$ cat config.mk
export PLATFORM = sky130hd
export DESIGN_NAME = liteic_slave_node_write_arbiter_flat
export DESIGN_NICKNAME = d
export VERILOG_FILES = /design/src/rtl/liteic_slave_node_write_arbiter_if.sv /design/src/rtl/liteic_slave_node_write_arbiter.sv /design/src/flat_wrapper.sv
export SDC_FILE = /design/constraint.sdc
export NUM_CORES = 1
export LEC_CHECK = 0
export BUFFER_PORTS_ARGS = -buffer_cell sky130_fd_sc_hd__buf_2
export CAP_MARGIN = 10
export CORE_AREA = 2 2 146 148
export CTS_CLUSTER_SIZE = 16
export DETAILED_ROUTE_END_ITERATION = 10
export DIE_AREA = 0 0 148 150
export PLACE_DENSITY_LB_ADDON = 0.15
export SYNTH_ARGS = -nofsm -noshare
export SYNTH_HDL_FRONTEND = slang
export SYNTH_SLANG_ARGS = --single-unit
$ cat constraint.sdc
create_clock -name clk_i -period 2.5 [get_ports clk_i]
set_input_delay 0.5 -clock clk_i [delete_from_list [all_inputs] [get_ports clk_i]]
set_output_delay 0.5 -clock clk_i [all_outputs]
set_load 0.03 [all_outputs]
$ cat src/rtl/liteic_slave_node_write_arbiter_if.sv
// Write-path bundle between the master write nodes, the slave-slot write arbiter and the slave.
// Latency: none, this is wiring only.
// Backpressure: carries per-master valid/ready and the slave-side AXI-Lite AW/W/B handshakes.
// Modport slave is the arbiter's view. Modport master is the surrounding fabric (master nodes plus slave).
interface liteic_slave_node_write_arbiter_if #(
  parameter int NUM_MASTERS  = 4,
  parameter int AWADDR_WIDTH = 32,
  parameter int WDATA_WIDTH  = 36,
  parameter int BRESP_WIDTH  = 2
);
  logic [NUM_MASTERS-1:0]              mst_aw_val_i;
  logic [NUM_MASTERS-1:0]              mst_aw_rdy_o;
  logic [NUM_MASTERS*AWADDR_WIDTH-1:0] mst_aw_data_i;
  logic [NUM_MASTERS-1:0]              mst_w_val_i;
  logic [NUM_MASTERS-1:0]              mst_w_rdy_o;
  logic [NUM_MASTERS*WDATA_WIDTH-1:0]  mst_w_data_i;
  logic [NUM_MASTERS-1:0]              mst_b_val_o;
  logic [NUM_MASTERS-1:0]              mst_b_rdy_i;
  logic [BRESP_WIDTH-1:0]              mst_b_resp_o;
  logic                                slv_aw_val_o;
  logic                                slv_aw_rdy_i;
  logic [AWADDR_WIDTH-1:0]             slv_aw_data_o;
  logic                                slv_w_val_o;
  logic                                slv_w_rdy_i;
  logic [WDATA_WIDTH-1:0]              slv_w_data_o;
  logic                                slv_b_val_i;
  logic                                slv_b_rdy_o;
  logic [BRESP_WIDTH-1:0]              slv_b_resp_i;

  modport slave (
    input  mst_aw_val_i, mst_aw_data_i, mst_w_val_i, mst_w_data_i, mst_b_rdy_i,
    input  slv_aw_rdy_i, slv_w_rdy_i, slv_b_val_i, slv_b_resp_i,
    output mst_aw_rdy_o, mst_w_rdy_o, mst_b_val_o, mst_b_resp_o,
    output slv_aw_val_o, slv_aw_data_o, slv_w_val_o, slv_w_data_o, slv_b_rdy_o
  );

  modport master (
    output mst_aw_val_i, mst_aw_data_i, mst_w_val_i, mst_w_data_i, mst_b_rdy_i,
    output slv_aw_rdy_i, slv_w_rdy_i, slv_b_val_i, slv_b_resp_i,
    input  mst_aw_rdy_o, mst_w_rdy_o, mst_b_val_o, mst_b_resp_o,
    input  slv_aw_val_o, slv_aw_data_o, slv_w_val_o, slv_w_data_o, slv_b_rdy_o
  );
endinterface

$ cat src/rtl/liteic_slave_node_write_arbiter.sv
// Round-robin arbiter sharing one slave's AXI-Lite AW/W/B channels among NUM_MASTERS write nodes.
// Latency: AW valid seen in IDLE reaches the slave two cycles later; AW/W/B payload paths are combinational.
// Backpressure: slave and master readies pass straight through to the granted master only. One transaction in flight.
// Ports: clk_i/rstn_i (async active-low), bus (write channels, slave modport),
//        grant_o (granted master index), busy_o (any state other than IDLE).
module liteic_slave_node_write_arbiter #(
  parameter int NUM_MASTERS  = 4,
  parameter int AWADDR_WIDTH = 32,
  parameter int WDATA_WIDTH  = 36,
  parameter int BRESP_WIDTH  = 2,
  parameter int GRANT_WIDTH  = $clog2(NUM_MASTERS)
) (
  input  logic                                clk_i,
  input  logic                                rstn_i,
  liteic_slave_node_write_arbiter_if.slave    bus,
  output logic [GRANT_WIDTH-1:0]              grant_o,
  output logic                                busy_o
);

  typedef enum logic [1:0] {IDLE, GRANT, XFER, RESP} state_t;

  state_t                 state_q, state_d;
  logic [GRANT_WIDTH-1:0] g_q, g_d;
  logic [GRANT_WIDTH-1:0] rr_q, rr_d;
  logic                   aw_done_q, aw_done_d;
  logic                   w_done_q, w_done_d;
  logic [GRANT_WIDTH-1:0] pick;

  logic                   aw_hs, w_hs;
  logic [NUM_MASTERS-1:0] aw_rdy, w_rdy, b_val;
  logic                   aw_val, w_val, b_rdy;
  logic [AWADDR_WIDTH-1:0] aw_data;
  logic [WDATA_WIDTH-1:0]  w_data;
  logic [BRESP_WIDTH-1:0]  b_resp;

  // First requesting master scanning upward from rr_q, wrapping at NUM_MASTERS.
  always_comb begin
    pick = '0;
    for (int i = NUM_MASTERS - 1; i >= 0; i--) begin
      if (bus.mst_aw_val_i[(int'(rr_q) + i) % NUM_MASTERS])
        pick = GRANT_WIDTH'((int'(rr_q) + i) % NUM_MASTERS);
    end
  end

  always_ff @(posedge clk_i or negedge rstn_i) begin
    if (!rstn_i) begin
      state_q   <= IDLE;
      g_q       <= '0;
      rr_q      <= '0;
      aw_done_q <= 1'b0;
      w_done_q  <= 1'b0;
    end else begin
      state_q   <= state_d;
      g_q       <= g_d;
      rr_q      <= rr_d;
      aw_done_q <= aw_done_d;
      w_done_q  <= w_done_d;
    end
  end

  always_comb begin
    state_d   = state_q;
    g_d       = g_q;
    rr_d      = rr_q;
    aw_done_d = aw_done_q;
    w_done_d  = w_done_q;
    aw_rdy    = '0;
    w_rdy     = '0;
    b_val     = '0;
    aw_val    = 1'b0;
    w_val     = 1'b0;
    b_rdy     = 1'b0;
    aw_data   = '0;
    w_data    = '0;
    b_resp    = '0;
    aw_hs     = 1'b0;
    w_hs      = 1'b0;

    case (state_q)
      IDLE: begin
        // Only AW valid opens arbitration; a lone W valid waits.
        if (|bus.mst_aw_val_i) begin
          g_d     = pick;
          state_d = GRANT;
        end
      end
      GRANT: state_d = XFER;
      XFER: begin
        // Done flags mask the channel so a second beat from the master is never accepted.
        aw_val     = bus.mst_aw_val_i[g_q] & ~aw_done_q;
        aw_rdy[g_q] = bus.slv_aw_rdy_i & ~aw_done_q;
        w_val      = bus.mst_w_val_i[g_q] & ~w_done_q;
        w_rdy[g_q] = bus.slv_w_rdy_i & ~w_done_q;
        aw_data    = bus.mst_aw_data_i[g_q*AWADDR_WIDTH +: AWADDR_WIDTH];
        w_data     = bus.mst_w_data_i[g_q*WDATA_WIDTH +: WDATA_WIDTH];
        aw_hs      = aw_val & bus.slv_aw_rdy_i;
        w_hs       = w_val & bus.slv_w_rdy_i;
        if ((aw_done_q | aw_hs) && (w_done_q | w_hs)) begin
          state_d   = RESP;
          aw_done_d = 1'b0;
          w_done_d  = 1'b0;
        end else begin
          aw_done_d = aw_done_q | aw_hs;
          w_done_d  = w_done_q | w_hs;
        end
      end
      RESP: begin
        b_val[g_q] = bus.slv_b_val_i;
        b_rdy      = bus.mst_b_rdy_i[g_q];
        b_resp     = bus.slv_b_resp_i;
        if (bus.slv_b_val_i && bus.mst_b_rdy_i[g_q]) begin
          rr_d    = (g_q == GRANT_WIDTH'(NUM_MASTERS - 1)) ? '0 : g_q + 1'b1;
          state_d = IDLE;
        end
      end
      default: state_d = IDLE;
    endcase
  end

  assign bus.mst_aw_rdy_o  = aw_rdy;
  assign bus.mst_w_rdy_o   = w_rdy;
  assign bus.mst_b_val_o   = b_val;
  assign bus.mst_b_resp_o  = b_resp;
  assign bus.slv_aw_val_o  = aw_val;
  assign bus.slv_aw_data_o = aw_data;
  assign bus.slv_w_val_o   = w_val;
  assign bus.slv_w_data_o  = w_data;
  assign bus.slv_b_rdy_o   = b_rdy;

  assign grant_o = (state_q == IDLE) ? '0 : g_q;
  assign busy_o  = (state_q != IDLE);

endmodule

$ cat src/flat_wrapper.sv
// flat-port wrapper written by rule: the top's interface ports become plain ports
module liteic_slave_node_write_arbiter_flat 
#(
  parameter int NUM_MASTERS  = 4,
  parameter int AWADDR_WIDTH = 32,
  parameter int WDATA_WIDTH  = 36,
  parameter int BRESP_WIDTH  = 2,
  parameter int GRANT_WIDTH  = $clog2(NUM_MASTERS)
)
  (clk_i, rstn_i, grant_o, busy_o, bus_mst_aw_val_i, bus_mst_aw_data_i, bus_mst_w_val_i, bus_mst_w_data_i, bus_mst_b_rdy_i, bus_slv_aw_rdy_i, bus_slv_w_rdy_i, bus_slv_b_val_i, bus_slv_b_resp_i, bus_mst_aw_rdy_o, bus_mst_w_rdy_o, bus_mst_b_val_o, bus_mst_b_resp_o, bus_slv_aw_val_o, bus_slv_aw_data_o, bus_slv_w_val_o, bus_slv_w_data_o, bus_slv_b_rdy_o);
  liteic_slave_node_write_arbiter_if #(.NUM_MASTERS(NUM_MASTERS), .AWADDR_WIDTH(AWADDR_WIDTH), .WDATA_WIDTH(WDATA_WIDTH), .BRESP_WIDTH(BRESP_WIDTH)) bus_i ();
  input  logic clk_i;
  input  logic rstn_i;
  output logic [GRANT_WIDTH-1:0] grant_o;
  output logic busy_o;
  input wire logic [$bits(bus_i.mst_aw_val_i)-1:0] bus_mst_aw_val_i;
  input wire logic [$bits(bus_i.mst_aw_data_i)-1:0] bus_mst_aw_data_i;
  input wire logic [$bits(bus_i.mst_w_val_i)-1:0] bus_mst_w_val_i;
  input wire logic [$bits(bus_i.mst_w_data_i)-1:0] bus_mst_w_data_i;
  input wire logic [$bits(bus_i.mst_b_rdy_i)-1:0] bus_mst_b_rdy_i;
  input wire logic [$bits(bus_i.slv_aw_rdy_i)-1:0] bus_slv_aw_rdy_i;
  input wire logic [$bits(bus_i.slv_w_rdy_i)-1:0] bus_slv_w_rdy_i;
  input wire logic [$bits(bus_i.slv_b_val_i)-1:0] bus_slv_b_val_i;
  input wire logic [$bits(bus_i.slv_b_resp_i)-1:0] bus_slv_b_resp_i;
  output wire logic [$bits(bus_i.mst_aw_rdy_o)-1:0] bus_mst_aw_rdy_o;
  output wire logic [$bits(bus_i.mst_w_rdy_o)-1:0] bus_mst_w_rdy_o;
  output wire logic [$bits(bus_i.mst_b_val_o)-1:0] bus_mst_b_val_o;
  output wire logic [$bits(bus_i.mst_b_resp_o)-1:0] bus_mst_b_resp_o;
  output wire logic [$bits(bus_i.slv_aw_val_o)-1:0] bus_slv_aw_val_o;
  output wire logic [$bits(bus_i.slv_aw_data_o)-1:0] bus_slv_aw_data_o;
  output wire logic [$bits(bus_i.slv_w_val_o)-1:0] bus_slv_w_val_o;
  output wire logic [$bits(bus_i.slv_w_data_o)-1:0] bus_slv_w_data_o;
  output wire logic [$bits(bus_i.slv_b_rdy_o)-1:0] bus_slv_b_rdy_o;
  assign bus_i.mst_aw_val_i = bus_mst_aw_val_i;
  assign bus_i.mst_aw_data_i = bus_mst_aw_data_i;
  assign bus_i.mst_w_val_i = bus_mst_w_val_i;
  assign bus_i.mst_w_data_i = bus_mst_w_data_i;
  assign bus_i.mst_b_rdy_i = bus_mst_b_rdy_i;
  assign bus_i.slv_aw_rdy_i = bus_slv_aw_rdy_i;
  assign bus_i.slv_w_rdy_i = bus_slv_w_rdy_i;
  assign bus_i.slv_b_val_i = bus_slv_b_val_i;
  assign bus_i.slv_b_resp_i = bus_slv_b_resp_i;
  assign bus_mst_aw_rdy_o = bus_i.mst_aw_rdy_o;
  assign bus_mst_w_rdy_o = bus_i.mst_w_rdy_o;
  assign bus_mst_b_val_o = bus_i.mst_b_val_o;
  assign bus_mst_b_resp_o = bus_i.mst_b_resp_o;
  assign bus_slv_aw_val_o = bus_i.slv_aw_val_o;
  assign bus_slv_aw_data_o = bus_i.slv_aw_data_o;
  assign bus_slv_w_val_o = bus_i.slv_w_val_o;
  assign bus_slv_w_data_o = bus_i.slv_w_data_o;
  assign bus_slv_b_rdy_o = bus_i.slv_b_rdy_o;
  liteic_slave_node_write_arbiter #(.NUM_MASTERS(NUM_MASTERS), .AWADDR_WIDTH(AWADDR_WIDTH), .WDATA_WIDTH(WDATA_WIDTH), .BRESP_WIDTH(BRESP_WIDTH), .GRANT_WIDTH(GRANT_WIDTH)) u_core (.clk_i(clk_i), .rstn_i(rstn_i), .bus(bus_i), .grant_o(grant_o), .busy_o(busy_o));
endmodule
Word-level counts from Yosys, hierarchy flattened. Cells that the tools add are included.

Word-level logic and storage cells: 93. ROM bits: 0. Bits in writable memories: 0. Memories kept: 0. Register bits after elaboration: 8. Latch bits: 0. Output and inout port bits: 88.

$mul: 1. Add/sub/neg operators: 4. Bitwise operators: 16. Equality and inequality tests: 7. Shift operators: 2. Reduce and logical (&&, ||, !) cells: 12. Magnitude comparators: 6. Divide/modulo/power cells: 0. Muxes and demuxes: 40.

Operator list (count): $shiftx A144 B9 Y36 (1); $shiftx A128 B8 Y32 (1); $mux W36 (1); $mux W32 (1); $mux W2 (10); $mux W1 (16); $bmux W1 S2 (7); $and A4 B4 Y4 (3); $lt A3 B4 Y1 const B (3); $mux W4 (3); $pmux W2 S4 (1); $and A1 B1 Y1 (6); $eq A2 B2 Y1 const B (3); $lt A2 B3 Y1 const B (2); $mul A2 B4 Y6 const B (1); $ne A2 B1 Y1 const B (3); $reduce_or A2 Y1 (3); $add A2 B1 Y2 const B (2); $add A2 B2 Y2 const B (2); $reduce_and A2 Y1 (2); $reduce_or A4 Y1 (1); $and A1 B1 Y1 const A (3); $logic_and A1 B1 Y1 (3); $reduce_and A3 Y1 (1); 7 further kinds (9).

Logic depth before layout (Yosys ltp).
Depth after elaboration: 10. Mapped depth: 6. Depth with buffers taken out: 6.

Least setup slack after synthesis. No wires, ideal clock.

Kind: reg2out. Start point: reg u_core.g_q[0]. End point: out bus_slv_w_data_o[28]. Stages on the path, launching flop included: 5. Data required time: 2000 ps. Setup slack: 393 ps. Data arrival time: 1607 ps. Path through: dfrtp_1 > buf_6 > buf_2 > mux4_2 > and2_1.

Longest elaborated chain between the ends: 3.

Ends and longest elaborated chain: from (decl) (line liteic_slave_node_write_arbiter.sv:23) `logic [GRANT_WIDTH-1:0] g_q, g_d;`; from (signal assigned) (line liteic_slave_node_write_arbiter.sv:54) `g_q <= g_d;`; $mul A2 B4 Y6 (line liteic_slave_node_write_arbiter.sv:95) `w_data = bus.mst_w_data_i[g_q*WDATA_WIDTH +: WDATA_WIDTH];`; $shiftx A144 B9 Y36 (line liteic_slave_node_write_arbiter.sv:95); $mux W36 (line liteic_slave_node_write_arbiter.sv:79) `case (state_q)`; to (decl) (line flat_wrapper.sv:32) `output wire logic [$bits(bus_i.slv_w_data_o)-1:0] bus_slv_w_data_o;`.

No other way between the ends.

Final worst setup path.
Start point: reg u_core.g_q[0]. End point: out bus_slv_w_data_o[9].

The elaborated chain is that of the path after synthesis.

==> run_results.csv <==
group,metric,value,unit
outcome,status,"finished clean",
finish,final_nets,909,
finish,drive_above_1_share,76.7,%
clock_network,cts_hold_buffers,0,
synth,synth_top_cells_by_area,"mux4_2, and2_1, dfrtp_1",
job,cap_violations,0,
drt,drt-vias-per-instance,4.13,
timing,worstMarginPinSlew,384,ps
place,place.gp.congestion,0.830,
worst_setup_path,startpoint,"u_core.g_q[0]",
grt,grt_use_total,12.7,%
floorplan,fp-row-count,53,
drt,vias,3658,
worst_setup_path,end_kind,"output pin",
place,dpl.hpwl,13.6,mm
floorplan,initial_core_util,13.7,%
clock_network,clock_latency,230,ps
floorplan,die_h,150,µm
worst_setup_path,critical-path-top-delay-family,"buffers and inverters",
clock_network,numCtsBuffers,3,
worst_setup_path,critPathMaxFanout,18,
synth,syn_area,0.00284,mm²
timing,period_share,96.6,%
clock_network,cts_root_buf,"clkbuf_16",
timing,slew_headroom,74.4,%
finish,stdcell_area,0.00518,mm²
place,place.port_buffers,378,
clock_network,clock_path_buffers,2,
worst_setup_path,worstPathCellList,"buf_12 -> buf_16 -> mux4_2 -> and2_1 -> buf_2",
grt,grt_max_degree,45,
synth,ys_ff_latch,8,
finish,syn_to_final_growth,82.3,%
grt,grt_pass1_vias,3795,
floorplan,coreArea,0.0207,mm²
floorplan,die_x,148,µm
timing,rsz0062_at_grt,"no",
timing,slew_violations,0,
drt,wl_per_cell,17.5,µm
synth,syn_inst,243,
timing,layout_min_cycle_time,2410,ps
grt,grt_pass1_wl,21.9,mm
synth,netlist.area_leader.share,55.5,%
worst_setup_path,cp.depth,5,
pwr,p_leak,2.68,nW
timing,setup-tns-final,0,ps
synth,ys_seq_area_share,7.04,%
worst_setup_path,cp.arrival,1910,ps
worst_setup_path,path_class,"flip-flop to output pin",
clock_network,cts_setup_buffers,0,
hold_path,hold_class,"primary input to async pin",
floorplan,die_area,0.0222,mm²
grt,gr-total-overflow,0,
worst_setup_path,worstRegToRegCells,5,
timing,max_freq,414,MHz
clock_network,path_clk_slew,40,ps
drt,drt-total-wl,15.4,mm
synth,syn_area_per_cell,11.7,µm²
floorplan,io_pins,379,
drt,drc_errors,0,
worst_setup_path,worstSetupStartpointType,"flip-flop",
place,placed_area,0.00509,mm²
clock_network,cts-htree-levels,1,
clock_network,post_cts_resize_count,0,
worst_setup_path,worstPathRequired,2000,ps
pwr,power.density,992,mW/mm²
worst_setup_path,reg2reg_slack,500,ps
timing,hold_viol_final,0,
worst_setup_path,cp_slowest_cell,"mux4_2",
synth,synth_top_area_cell,"mux4_2",
clock_network,clock_sinks,8,
clock_network,cts_tree,"yes",
pwr,peakVddDrop,0.000315,V
synth,yosys_warnings,0,
worst_setup_path,worstReg2RegEnd,"u_core.state_q[1]",
grt,antenna_found_initial,0,
worst_setup_path,critPathBufInv,3,
drt,ant_nets,0,
synth,syn_nets,541,
finish,fillers,2301,
finish,diodes,0,
worst_setup_path,max_stage_delay,510,ps
timing,finalClockSkew,5.20,ps
synth,synth.distinct_cells,31,
drt,drt_iter0_drc,122,
drt,first_pass_iters,4,
worst_setup_path,rr_startpoint,"u_core.g_q[1]",
timing,setup_viol_count_final,0,
report_power, final:
part	internal (mW)	switching (mW)	leakage [nW]	total, mW
logic	2.01	2.54	2.54	4.56
clock network	0.212	0.0606	0.0382	0.273
registers	0.204	0.107	0.0954	0.312
total	2.43	2.71	2.68	5.14
through the flow:
step	worst slack, ps	power, mW	instances	hold slack, ps	util, %
3_5_place_dp	267	4.94	881	366	24.6
6_report	86.1	5.14	885	115	25.0
5_1_grt	1.07	5.51	885	123	25.0
3_3_place_gp	279	4.92	881	366	24.6
2_1_floorplan	393	3.59	243	204	-
4_1_cts	11.2	5.23	885	119	25.0
Yosys cell counts, drive strengths merged:
cell type   n
and2       73
mux4       70
buf        15
and3       13
clkbuf      9
dfrtp       8
ha          7
nor2        7
inv         5
nand2       5
nand2b      4
a21o        3
a21oi       3
mux2        3
mux2i       3
a31oi       2
nand3       2
nor2b       2
a21bo       1
a21boi      1
a22oi       1
nand4b      1
o21ai       1
o221ai      1
o22ai       1
o2bb2ai     1
o41ai       1
flip-flops by register name (all words and copies together), names as in the netlist:
register / cells
u_core.g_q: 2
u_core.rr_q: 2
u_core.state_q: 2
u_core.w_done_q: 1
u_core.aw_done_q: 1
placed cells by master, fill, tap and decap left out, drive strengths merged, types with 5 or more instances in the layout:
master and instances:
dfrtp 8, buf 387, and3 13, ha 7
nor2 7, nand2 5, inv 5, mux4 70
and2 73
worst reg2reg max path: stages (launching register included):
cell and delay (ps):
dfrtp_4 600, buf_12 220, mux4_2 400, a21boi_1 180, nand4b_2 170, mux2_4 310
per-layer routing:
layer | vias up | global-route usage, % | part of all wire (%)
li1 | 1697 | - | -
met1 | 1780 | 14.7 | 37
met2 | 179 | 25.1 | 55
met3 | 2 | 2.35 | 7.8
met4 | 0 | 0.714 | 0.091
met5 | - | 0 | 0
area by class of cell:
class	instances	area (µm²)	share of cell area, %
Clock buffer	4	78.8	1.52
Inverter	5	18.8	0.362
Multi-Input combinational cell	206	2500	48.2
Sequential cell	8	208	4.01
Tap cell	275	344	6.64
Timing Repair Buffer	387	2030	39.2
worst max-delay path by stage:
stage	slack, ps	end
after global routing	1	bus_slv_w_data_o[28]
final	90	bus_slv_w_data_o[9]
after detailed placement	270	bus_slv_w_data_o[34]
after CTS	10	bus_slv_w_data_o[34]
after floorplan	390	bus_slv_w_data_o[28]
after global placement	280	bus_slv_w_data_o[28]
logic make-up (layout without fill, tap and decap cells):
group                      after synthesis  after routing  share of synthesized area (%)
DFF                                      8              8                           7.04
AOI/OAI and AO/OA                       16             16                           4.18
adders and majority gates                7              7                           3.08
and+or+nand+nor                        107            107                           22.7
buffers and inverters                   29            396                           5.15
muxes                                   76             76                           57.8
Power figures use the tool's default switching activity.
